### src/rtl/core_pkg.sv
// core_pkg: shared types and constants for the RV32 subset core.
package core_pkg;
    typedef enum logic [1:0] {BOOT, RUN, FAULT} fetch_state_t;
    localparam logic [31:0] NOP_INSTR = 32'h0000_0013;
endpackage

### src/rtl/instruction_fetch.sv
// instruction_fetch: PC register and IF/ID pipeline register in front of an asynchronous ROM.
// Handles stall, redirect, a one-cycle boot state and a sticky fault on illegal fetch addresses.
module instruction_fetch
    import core_pkg::*;
#(
    parameter int                WIDTH    = 32,
    parameter int                DEPTH    = 2048,
    parameter logic [WIDTH-1:0]  RESET_PC = '0
) (
    input  logic             clock,
    input  logic             nreset,
    input  logic             stall,
    input  logic             redirect_valid,
    input  logic [WIDTH-1:0] redirect_pc,
    output logic [WIDTH-1:0] rom_address,
    input  logic [WIDTH-1:0] rom_rdata,
    output logic             if_valid,
    output logic [WIDTH-1:0] if_pc,
    output logic [WIDTH-1:0] if_instr,
    output logic             fault,
    output logic [WIDTH-1:0] fetch_count
);
    localparam logic [WIDTH-1:0] LAST_PC = WIDTH'(4 * DEPTH - 4);

    function automatic logic pc_legal(input logic [WIDTH-1:0] a);
        return (a[1:0] == 2'b00) && (a <= LAST_PC);
    endfunction

    fetch_state_t     state_q, state_d;
    logic [WIDTH-1:0] pc_q, pc_d;
    logic             valid_q, valid_d;
    logic [WIDTH-1:0] ipc_q, ipc_d;
    logic [WIDTH-1:0] instr_q, instr_d;
    logic [WIDTH-1:0] cnt_q, cnt_d;

    always_comb begin
        state_d = state_q;
        pc_d    = pc_q;
        valid_d = valid_q;
        ipc_d   = ipc_q;
        instr_d = instr_q;
        cnt_d   = cnt_q;
        case (state_q)
            BOOT: state_d = pc_legal(RESET_PC) ? RUN : FAULT;
            RUN: begin
                if (redirect_valid) begin
                    // The word fetched this cycle is on the wrong path, so it is squashed.
                    valid_d = 1'b0;
                    if (pc_legal(redirect_pc)) pc_d = redirect_pc;
                    else state_d = FAULT;
                end else if (!stall) begin
                    instr_d = rom_rdata;
                    ipc_d   = pc_q;
                    valid_d = 1'b1;
                    cnt_d   = cnt_q + 1'b1;
                    if (pc_q == LAST_PC) state_d = FAULT;
                    else pc_d = pc_q + WIDTH'(4);
                end
            end
            FAULT:   valid_d = 1'b0;
            default: state_d = BOOT;
        endcase
    end

    always_ff @(posedge clock) begin
        if (!nreset) begin
            state_q <= BOOT;
            pc_q    <= RESET_PC;
            valid_q <= 1'b0;
            ipc_q   <= '0;
            instr_q <= WIDTH'(NOP_INSTR);
            cnt_q   <= '0;
        end else begin
            state_q <= state_d;
            pc_q    <= pc_d;
            valid_q <= valid_d;
            ipc_q   <= ipc_d;
            instr_q <= instr_d;
            cnt_q   <= cnt_d;
        end
    end

    assign rom_address = pc_q;
    assign if_valid    = valid_q;
    assign if_pc       = ipc_q;
    assign if_instr    = instr_q;
    assign fault       = (state_q == FAULT);
    assign fetch_count = cnt_q;
endmodule

### config.mk
export PLATFORM = sky130hd
export DESIGN_NAME = instruction_fetch
export DESIGN_NICKNAME = d
export VERILOG_FILES = /design/src/rtl/core_pkg.sv /design/src/rtl/instruction_fetch.sv
export SDC_FILE = /design/constraint.sdc
export NUM_CORES = 1
export LEC_CHECK = 0
export CAP_MARGIN = 10
export CORE_ASPECT_RATIO = 1.1
export CORE_MARGIN = 4
export CORE_UTILIZATION = 40
export DETAILED_ROUTE_END_ITERATION = 6
export HOLD_SLACK_MARGIN = 0.15
export PLACE_DENSITY = 0.72
export SYNTH_ARGS = -nofsm -noshare
export SYNTH_HDL_FRONTEND = slang
export SYNTH_SLANG_ARGS = --single-unit
### constraint.sdc
create_clock -name clock -period 2.9 [get_ports clock]
set_clock_uncertainty 0.2 [all_clocks]
set_input_delay 0.725 -clock clock [delete_from_list [all_inputs] [get_ports clock]]
set_output_delay 0.725 -clock clock [all_outputs]
set_load 0.1 [all_outputs]
==> impl_metrics.ini, run 1 <==
[run_status]
status = completed

[setup_path]
required_ns = 3.03
max_stage_delay_ns = 0.51
path_depth = 7
cp_num_buf_inv = 2
crit_arrival_ns = 2.85
crit_path_end_kind = register
critical_path.cell_chain = clkdlybuf4s50_1, or4_1, or3_4, o21a_1, buf_4, or3_1, a31oi_1
cp_slowest_cell = or4_1
crit_fanout = 8
path_class = primary input to register
r2r.worst_path.cells = 9
start_kind = primary input
cp_top_family = simple AND/OR/NAND/NOR gates

[placement]
globalplace.congestion = 0.861
port_buffers = 197
dp_hpwl_mm = 12.5
placed_cell_area_sq_um = 7750
dpl_worst_slack_ns = -0.227

[timing]
max_freq_mhz = 368
slew_violations = 0
slew_headroom = 0.518
rsz0062_at_grt = no
finalHoldViolations = 0
final.min_clock_period_ns = 2.71
setup_ws_ns = 0.186
worst_pin_slew_ns = 0.724
setup_viol = 0
fin_crit_sh = 0.936

[finish]
fin_util = 0.599
drive_gt1_frac = 0.241
n_fill_cell = 1324
postLayoutCellArea_sq_um = 8340
fin_nets = 1004
antenna_cells = 0
syn2layout_area_growth_pct = 46.1

[cts]
clock-sinks = 131
path_clk_slew_ns = 0.06
cts_made_buffers = 17
root_buffer = clkbuf_16
clkLatencyLatePin_ns = 0.42
cts_resized = 0
h-tree-depth = 4
hold_buffers = 0
clk_path_buf_depth = 2
cts_tree = done
post_cts_buffers = 0

[global_routing]
track_usage = 0.212
antenna_found_initial = 0
grt_max_degree = 68
grt_first_pass_wirelength_mm = 28.0
grt.overflow.total = 0
grt_pass1_vias = 5437

[logic_synthesis]
avgSynthCellArea_sq_um = 7.84
synth_edf_count = 0
netlist_area_sq_um = 5710
async_flop_share = 0
synth_flop_cell = dfxtp_1
synth.net_count = 798
ys_ff_latch = 131
ys_types = 53
yosysSeqAreaShare = 0.459
yosys_warnings = 0
synth_cells = 728

[min_path]
min_path_cells = 2
hp-class = register to register

[pwr]
power.leakage_uw = 0.00325
p_switching_uw = 1170
p_per_area_nw_per_um2 = 544
clkPwrFrac = 0.468
swShare = 0.258
intPower_uw = 3370
pwr-share-seq = 0.410
power.total_uw = 4530
pwr-share-comb = 0.122
peakVddDrop_uv = 369

[floorplan]
core_sq_um = 13900
dieArea_sq_um = 16200
ios = 198
dieWidth_um = 122
die_h_um = 133
std_cell_rows = 45
start_util = 0.410

[detailed_routing]
antenna_left = 0
vias_per_cell = 5.27
drc_errors = 0
wire_per_inst_um = 15.6
first_pass_iters = 5
wl_mm = 17.7
drt_iter0_drc = 464
num_vias = 5978

[run]
maxCapViolations = 0
-- flip-flops by register name, summed over array words and instances, names as in the netlist --
signal and flops:
fetch_count 32, if_instr 32, if_pc 32, if_valid 1, rom_address 32, state_q 2
-- metal layers --
metal / vias to the layer above / wire length [um] / global-route usage
met4: 0 / 265 / 0.0648
met1: 2764 / 7700 / 0.283
met2: 235 / 8400 / 0.339
li1: 2952 / - / -
met5: - / 0 / 0
met3: 27 / 1320 / 0.0514
-- cell usage after synthesis, types with 3 or more instances --
cell type  instances  area [sq um]
a21o_1             3          22.5
a21oi_1           96           480
a31oi_1           10          62.6
and2_1             3          18.8
and3_1            12          75.1
and4_1            11          96.3
buf_1              4          15.0
buf_2              3          15.0
clkbuf_1          41           154
dfxtp_1          131          2620
inv_1              4          15.0
nand2_1          176           661
nand3_1           25           125
nand4_1           15          93.8
nor2_1            57           214
nor3_1             8          40.0
nor3b_1            3          22.5
nor4_1            16           100
o211ai_1           3          22.5
o21a_1             4          30.0
o21ai_0           24           120
o31ai_1            7          52.6
o32ai_1            3          26.3
or3_1              4          25.0
or4_1              3          22.5
xnor2_1           12           105
xor2_1            18           158
-- metrics by stage --
step           cells  TNS, ns  hold WS [ns]
4_1_cts         1134        0         0.255
6_report        1134        0         0.252
3_3_place_gp    1103    -2.88         0.242
5_1_grt         1134        0         0.270
2_1_floorplan    728        0         0.317
3_5_place_dp    1103    -3.86         0.247
-- final timing paths --
check                                startpoint               to  slack (ns)
worst max-delay path            redirect_pc[23]   rom_address[2]        0.19
worst min-delay path                  if_pc[29]        if_pc[29]        0.25
worst max register to register   rom_address[2]  rom_address[13]        0.23
worst min register to register        if_pc[29]        if_pc[29]        0.25
-- cell families (layout without fill, tap and decap cells) --
group                    count (synthesis)  after routing  share of synthesized area
multiplexers                             3              3                    0.00548
adder cells (fa/ha/maj)                  2              2                    0.00438
flip-flops                             131            131                      0.459
AO/OA/AOI/OAI                          163            163                      0.164
XOR/XNOR                                30             30                     0.0460
AND/OR/NAND/NOR                        343            343                      0.281
buffers and inverters                   56            274                     0.0397
-- tightest hold or removal path: cells and delay by family, from the launching register on --
family | cells | cell delay, ns
AO/OA/AOI/OAI | 1 | 0.05
flip-flops | 1 | 0.31
AND/OR/NAND/NOR | 1 | 0.05
-- power groups by stage --
| stage | registers [uW] | clock network, uW | logic [uW] |
|---|---|---|---|
| 2_1_floorplan | 2080 | 0 | 152 |
| 3_5_place_dp | 1900 | 0 | 551 |
| 6_report | 1860 | 2120 | 551 |
| 5_1_grt | 1860 | 2240 | 582 |
| 4_1_cts | 1860 | 2160 | 552 |
| 3_3_place_gp | 1900 | 0 | 549 |
-- final cells by class --
cell class	instances	area, sq um	area share
clock buffers	23	488	0.0585
clock inverters	8	101	0.0122
inverters	5	21.3	0.00255
multi-input cells	541	2860	0.344
flip-flops and latches	131	2640	0.317
well taps	188	235	0.0282
repair buffers	238	1990	0.238
-- placed cells by master (no fill, tap or decap), types with 4 or more instances in the layout --
cell,instances
buf_4,168
nand4_1,15
or3_1,4
nor4_1,16
nand3_1,24
dfxtp_1,117
nand2_1,176
xnor2_1,12
xor2_1,18
clkbuf_8,4
o21ai_0,23
dfxtp_2,14
clkdlybuf4s50_1,66
inv_1,4
nor2_1,57
a31oi_1,10
nor3_1,8
clkbuf_16,17
a21oi_1,96
o31ai_1,7
and3_1,12
o21a_1,4
and4_1,11
No activity file was read; power rests on OpenSTA's default activity.
==> run 2, diff against run 1 <==
GPL_TIMING_DRIVEN = 1   (was unset)
==> results of run 2 <==
Same layout as run 1: the final DEF is identical, and so are final timing and power.
==> run 3, diff against run 2 <==
clock period = 2.6 ns   (was 2.9 ns; I/O delays follow)
==> impl_metrics.ini, run 3 (synthesis gave the netlist of run 1 again) <==
[floorplan]
die_h_um = 133
dieWidth_um = 122
start_util = 0.410
core_sq_um = 13900
dieArea_sq_um = 16200
ios = 198
std_cell_rows = 45

[cts]
h-tree-depth = 4
path_clk_slew_ns = 0.05
cts_tree = done
clock-sinks = 131
cts_made_buffers = 17
clkLatencyLatePin_ns = 0.41
root_buffer = clkbuf_16
clk_path_buf_depth = 2

[finish]
final_cell_mix = buf_4, nand2_1, a21oi_1, dfxtp_1, clkdlybuf4s50_1
fin_util = 0.618
n_fill_cell = 1272
postLayoutCellArea_sq_um = 8600
final_common_cell = buf_4
antenna_cells = 0
fin_nets = 1028
drive_gt1_frac = 0.285
syn2layout_area_growth_pct = 50.6

[detailed_routing]
num_vias = 5999
drt_iter0_drc = 416
vias_per_cell = 5.18
wl_mm = 17.9
drc_errors = 0
first_pass_iters = 4
wire_per_inst_um = 15.4
antenna_left = 0

[timing]
rsz0062_at_grt = yes
finalHoldViolations = 0
slew_violations = 0
setup_viol = 0
max_freq_mhz = 392
final.min_clock_period_ns = 2.55
fin_crit_sh = 0.981
tns_ns = 0
hold_ws_ns = 0.252
slew_headroom = 0.524
worst_pin_slew_ns = 0.714

[global_routing]
track_usage = 0.218
grt_max_degree = 67
grt.overflow.total = 0
met2_usage = 0.362
grt_first_pass_wirelength_mm = 28.8
globalRouteMet1Util = 0.279
grt_busiest_layer = met2
antenna_found_initial = 0
use_met3 = 0.0484
grt_pass1_vias = 5642

[setup_path]
reg2reg_setup_slack_ns = 0.22
cp_num_buf_inv = 1
start_kind = primary input
required_ns = 2.73
crit_arrival_ns = 2.68
crit_path_end_kind = register
critical_path.cell_chain = clkdlybuf4s50_1, or4_1, or3_4, o21a_2, or4_1, a31oi_1
cp_top_family = simple AND/OR/NAND/NOR gates
critical_path.most_common_cell = or4_1
cp_slowest_cell = or4_1
path_class = primary input to register
crit_fanout = 9
max_stage_delay_ns = 0.50

[pwr]
intPower_uw = 3660
power.leakage_uw = 0.00338
pwr-share-seq = 0.412
p_per_area_nw_per_um2 = 582
clkPwrFrac = 0.460
p_switching_uw = 1340
peakVddDrop_uv = 386
pwr-share-comb = 0.127
swShare = 0.269

[placement]
port_buffers = 197
globalplace.congestion = 0.879
placed_cell_area_sq_um = 8000
dp_hpwl_mm = 13.0

[run_status]
status = completed

[min_path]
hp-class = register to register

[run]
maxCapViolations = 0
[run 3: cell types whose count changed in the layout (fill, tap and decap cells not counted), sizes merged]
cell | before | now
buf | 172 | 196
clkinvlp | 3 | 5
clkbuf | 23 | 18
clkinv | 3 | 7
[run 3: metrics by stage]
stage          setup WS [ns]  std cells  power, uW
2_1_floorplan        0.00741        728       2490
3_3_place_gp          -0.425       1126       2740
3_5_place_dp          -0.427       1126       2740
4_1_cts               0.0262       1158       5040
5_1_grt              -0.0188       1159       5190
6_report              0.0498       1159       5000
[run 3: routing by layer]
| layer | wire length [um] | part of all wire |
|---|---|---|
| met1 | 7580 | 0.42 |
| met2 | 8750 | 0.49 |
| met3 | 1120 | 0.063 |
| met4 | 397 | 0.022 |
| met5 | 0 | 0 |
[run 3: layout make-up]
| class | instances | area (sq um) | area share |
|---|---|---|---|
| clock buffers | 18 | 429 | 0.0499 |
| clock inverters | 14 | 140 | 0.0163 |
| inverters | 5 | 21.3 | 0.00247 |
| multi-input cells | 541 | 2890 | 0.336 |
| flip-flops and latches | 131 | 2690 | 0.313 |
| well taps | 188 | 235 | 0.0274 |
| repair buffers | 262 | 2190 | 0.255 |
[run 3: timing repair]
| action | 4_1_cts | 5_1_grt |
|---|---|---|
| hold buffers | 0 | 0 |
| setup buffers | 0 | 1 |
| gates resized for setup | 2 | 2 |
| setup endpoints to repair | 1 | 19 |
[run 3: worst register-to-register path, delay by kind of cell (launching register included)]
kind | cells | cell delay, ns
AO/OA/AOI/OAI | 3 | 0.51
adder cells (fa/ha/maj) | 1 | 0.18
buffers and inverters | 1 | 0.23
flip-flops | 1 | 0.34
AND/OR/NAND/NOR | 3 | 0.85
[run 3: final timing paths]
path / startpoint / to / cells past startpoint
worst max-delay path: redirect_pc[23] / rom_address[23] / 6
worst min-delay path: if_instr[31] / if_instr[31] / 2
worst max register to register: rom_address[2] / rom_address[7] / 8
worst min register to register: if_instr[31] / if_instr[31] / 2
[run 3: power by group through the flow]
stage | logic (uW) | registers [uW] | clock network (uW)
after floorplan | 170 | 2320 | 0
after global placement | 633 | 2100 | 0
after detailed placement | 635 | 2110 | 0
after CTS | 638 | 2060 | 2340
after global routing | 676 | 2070 | 2440
final | 637 | 2060 | 2300
==> variant 1 (config.mk and constraints of run 3) <==
Encoding of `fetch_state_t`: now one-hot (3 bits for 3 states).
--- a/src/rtl/core_pkg.sv
+++ b/src/rtl/core_pkg.sv
@@ -1,6 +1,6 @@
 // core_pkg: shared types and constants for the RV32 subset core.
 package core_pkg;
-    typedef enum logic [1:0] {BOOT, RUN, FAULT} fetch_state_t;
+    typedef enum logic [2:0] {BOOT = 3'b001, RUN = 3'b010, FAULT = 3'b100} fetch_state_t;
     localparam logic [31:0] NOP_INSTR = 32'h0000_0013;
 endpackage
 
Check against the original RTL: same outputs for any inputs over 4 cycles, from zero or initial values and one cycle with nreset low; so few cycles prove little.
==> variant 1 against run 3 <==
Synthesized cell count increased by 1.5%. Final cell count increased by 2.8%. Total power rose by 2.6%. Count of clock-buffer cells in the layout up 2. Via count up 2.8%. Worst setup slack lost 0.042 ns. Area after synthesis grew 1.7%. Non-clock buffer count up 21. Design area is 4.8% higher. Core utilization grew 2.4 points. Global-route usage is 0.14 points lower. Wire length up 2.8%. Sequential cell count grew 1.
==> variant 1: results (changes against run 3) <==
status finished clean (unchanged); crit path max fanout 5 (was 9); multiplexer area fraction after synthesis 0.00366 (was 0.00548); complex-gate fraction of the synthesized area 0.168 (was 0.164); Non-Filler Instances 1191 (was 1159); DRT iter0 DRCs 388 (was 416); Critical Path AT 2.70 ns (was 2.68 ns); TritonRoute pass-1 iters 5 (was 4); first-pass GRT wire length 28400 um (was 28800 um); largest net degree at the start of global routing 54 (was 67); Tot GR Track Use 0.216 (was 0.218); Post-DP HPWL 13300 um (was 13000 um); vias post-DR 6168 (was 5999); Worst Hold Class reg2reg (unchanged); Post-synth top cells nand2_1, dfxtp_1, a21oi_1 (unchanged); largest stage delay on the critical path 0.55 ns (was 0.50 ns); share of cells above drive strength 1 0.312 (was 0.285); xor and xnor fraction of the mapped netlist area 0.0452 (was 0.0460); R2R Setup Slk 0.008 ns (was 0.22 ns); Worst VDD drop 469 uV (was 386 uV); GP Congestion 0.868 (was 0.879); vias in the first global route 5709 (was 5642); post-synthesis sequential area ratio 0.455 (was 0.459); Routed WL 18400 um (was 17900 um); Max stage delay cell, worst path or4_4 (was or4_1); Worst Tran Pin Value 0.501 ns (was 0.714 ns); Filler cells 1225 (was 1272); Unique masters post-synth 58 (was 53); Sw Share 0.234 (was 0.269); synth top area cells dfxtp_1, nand2_1, a21oi_1 (unchanged); Cells after Synth 739 (was 728)
## variant 1: path summary, 6_finish.rpt
kind | from | cells past startpoint | end
max reg2reg | rom_address[15] | 8 | rom_address[11]
min reg2reg | if_pc[13] | 2 | if_pc[13]
min | if_pc[13] | 2 | if_pc[13]
max | rom_address[15] | 8 | rom_address[11]
## variant 1: cell type report
type	instances	share of cell area
clock buffer	20	0.0518
clock inverter	12	0.0195
inverter	5	0.00222
multi-input combinational	551	0.333
sequential	132	0.301
tap	188	0.0261
timing repair buffer	283	0.266
## variant 1: per-layer routing
metal / vias to the layer above / wire length, um / track usage
met5: - / 0 / 0
met4: 0 / 254 / 0.0697
met3: 21 / 1280 / 0.0460
met2: 233 / 8910 / 0.360
met1: 2825 / 7910 / 0.278
li1: 3089 / - / -
## variant 1: cells by family (layout without fill, tap and decap cells)
family                     after synthesis  in the layout
adders and majority gates                2              2
xor gates and xnor gates                30             30
and+or+nand+nor                        351            352
DFF                                    132            132
AOI/OAI and AO/OA                      165            165
muxes                                    2              2
buffers and inverters                   57            320
## variant 1: metrics by stage
step | utilization | setup slack, ns | cell area [sq um] | setup TNS (ns) | hold slack [ns]
final | 0.642 | 0.00794 | 9000 | 0 | 0.253
after global routing | 0.642 | -0.0224 | 9000 | -0.0631 | 0.269
after CTS | 0.640 | -0.0316 | 8970 | -0.0782 | 0.255
after detailed placement | 0.589 | -0.361 | 8260 | -10.37 | 0.247
after global placement | 0.589 | -0.291 | 8260 | -8.30 | 0.242
after floorplan | - | -0.0143 | 5890 | -0.0892 | 0.270
## variant 1: power groups by stage
stage          combinational, uW  clock (uW)  sequential [uW]
3_5_place_dp                 492           0             2100
4_1_cts                      500        2630             2060
5_1_grt                      536        2700             2060
3_3_place_gp                 492           0             2100
2_1_floorplan                150           0             2220
6_report                     503        2570             2060
## variant 1: timing repair
| action | in CTS | in global routing |
|---|---|---|
| buffers inserted | 4 | 0 |
| cloned | 1 | 0 |
| pin swaps | 3 | 6 |
| resized for setup | 10 | 6 |
| endpoints found under the setup margin | 30 | 24 |
## variant 1: critical path: cells and delay by family (launching register included)
| family | cells | cell delay, ns |
|---|---|---|
| AO/OA/AOI/OAI | 2 | 0.33 |
| buffers and inverters | 2 | 0.27 |
| flip-flops | 1 | 0.31 |
| AND/OR/NAND/NOR | 4 | 1.37 |
==> variant 2 (settings of run 3) <==
Made on the original files. Change the parameter `WIDTH` from 32 to 40.
--- a/src/rtl/instruction_fetch.sv
+++ b/src/rtl/instruction_fetch.sv
@@ -3,7 +3,7 @@
 module instruction_fetch
     import core_pkg::*;
 #(
-    parameter int                WIDTH    = 32,
+    parameter int                WIDTH    = 40,
     parameter int                DEPTH    = 2048,
     parameter logic [WIDTH-1:0]  RESET_PC = '0
 ) (
Interface: changed (6 resized); port bits go from 198 to 246. No check against the original RTL was run, so the function may have changed too.
==> variant 2 against run 3 <==
Worst setup slack better by 0.016 ns. Largest power group unchanged. Wire length up 51%. Via count grew 42%. Area after synthesis is 33% higher. Clock power up 12%. Design area up 33%. Critical path type unchanged. Sequential cell count increased by 32. Critical path depth up 3. Total power up 23%. First-iteration DRC count is 37% higher. Non-clock buffer count up 88. Register-to-register slack got worse by 0.13 ns. Worst hold slack improved by 0.0020 ns.
==> variant 2: results (changes against run 3) <==
FF-to-FF path depth 6 (was 8); Max stage delay cell, worst path clkdlybuf4s50_1 (was or4_1); share of cells above drive strength 1 0.314 (was 0.285); met2 WL 13100 um (was 8750 um); worst r2r src rom_address[3] (was rom_address[2]); Final nets 1340 (was 1028); via/cell ratio 5.64 (was 5.18); DRT iter0 DRCs 570 (was 416); largest net degree at the start of global routing 55 (was 67); number of port buffers 245 (was 197); crit path max fanout 20 (was 9); post-synthesis sequential area ratio 0.431 (was 0.459); grt met3 use 0.0465 (was 0.0484); placed cell areas 0.0107 sq mm (was 0.00800 sq mm); vias post-DR 8525 (was 5999); Post-DP HPWL 19200 um (was 13000 um); CP endpoint rom_address[24] (was rom_address[23]); Worst VDD drop 440 uV (was 386 uV); status finished clean (unchanged); CP startpoint redirect_pc[30] (was redirect_pc[23]); R2R Setup Slk 0.09 ns (was 0.22 ns); later-pin clock latency in the skew report 0.43 ns (was 0.41 ns); met3 WL 1980 um (was 1120 um); Avg Cell Area, Syn 7.88 sq um (was 7.84 sq um); largest stage delay on the critical path 0.45 ns (was 0.50 ns); leakage 0.00433 uW (was 0.00338 uW); M2 GR Usage 0.399 (was 0.362)
[variant 2: changes by cell type in the layout (fill, tap and decap cells not counted), moves of 13 or more]
cell	before	now
buf_4	190	261
nand4_1	15	28
clkdlybuf4s50_1	66	80
a21oi_1	96	120
nand2_1	176	214
nor4_1	14	34
dfxtp_4	10	35
[variant 2: timing repair]
action | 4_1_cts | 5_1_grt
buffers inserted | 0 | 4
setup endpoints to repair | 45 | 35
gates resized for setup | 7 | 5
hold buffers | 0 | 0
cloned | 0 | 1
pin swaps | 1 | 3
[variant 2: final cells by class]
type | count | area [sq um]
clock buffer | 18 | 439
tap | 243 | 304
sequential | 163 | 3430
fill | 1673 | 7080
clock inverter | 14 | 165
antenna | 1 | 2.50
multi-input combinational | 711 | 4130
timing repair buffer | 350 | 2890
inverter | 11 | 43.8
[variant 2: how the worst min path moves through the flow]
stage,from,endpoint,cells after the start
5_1_grt,if_instr[26],if_instr[26],2
2_1_floorplan,state_q[0],if_valid,2
4_1_cts,if_instr[24],if_instr[24],2
3_3_place_gp,if_instr[29],if_instr[29],2
6_report,if_pc[32],if_pc[32],2
3_5_place_dp,if_instr[24],if_instr[24],2
[variant 2: logic make-up after synthesis]
family,Yosys count,share of synthesized area
simple gates,444,0.283
compound gates,237,0.205
flops,163,0.431
buf+inv,88,0.0464
xor+xnor,24,0.0277
mux,3,0.00396
fa+ha+maj,2,0.00330
[variant 2: worst max-delay path: cells and delay by family]
family / cells / cell delay [ns]
AO/OA/AOI/OAI: 2 / 0.45
AND/OR/NAND/NOR: 3 / 0.56
buffers and inverters: 4 / 0.97
[variant 2: report_power, final]
group | total [uW] | internal (uW) | switching [uW]
combinational | 995 | 336 | 660
sequential | 2560 | 2520 | 44.6
clock | 2570 | 1400 | 1170
total | 6130 | 4250 | 1880
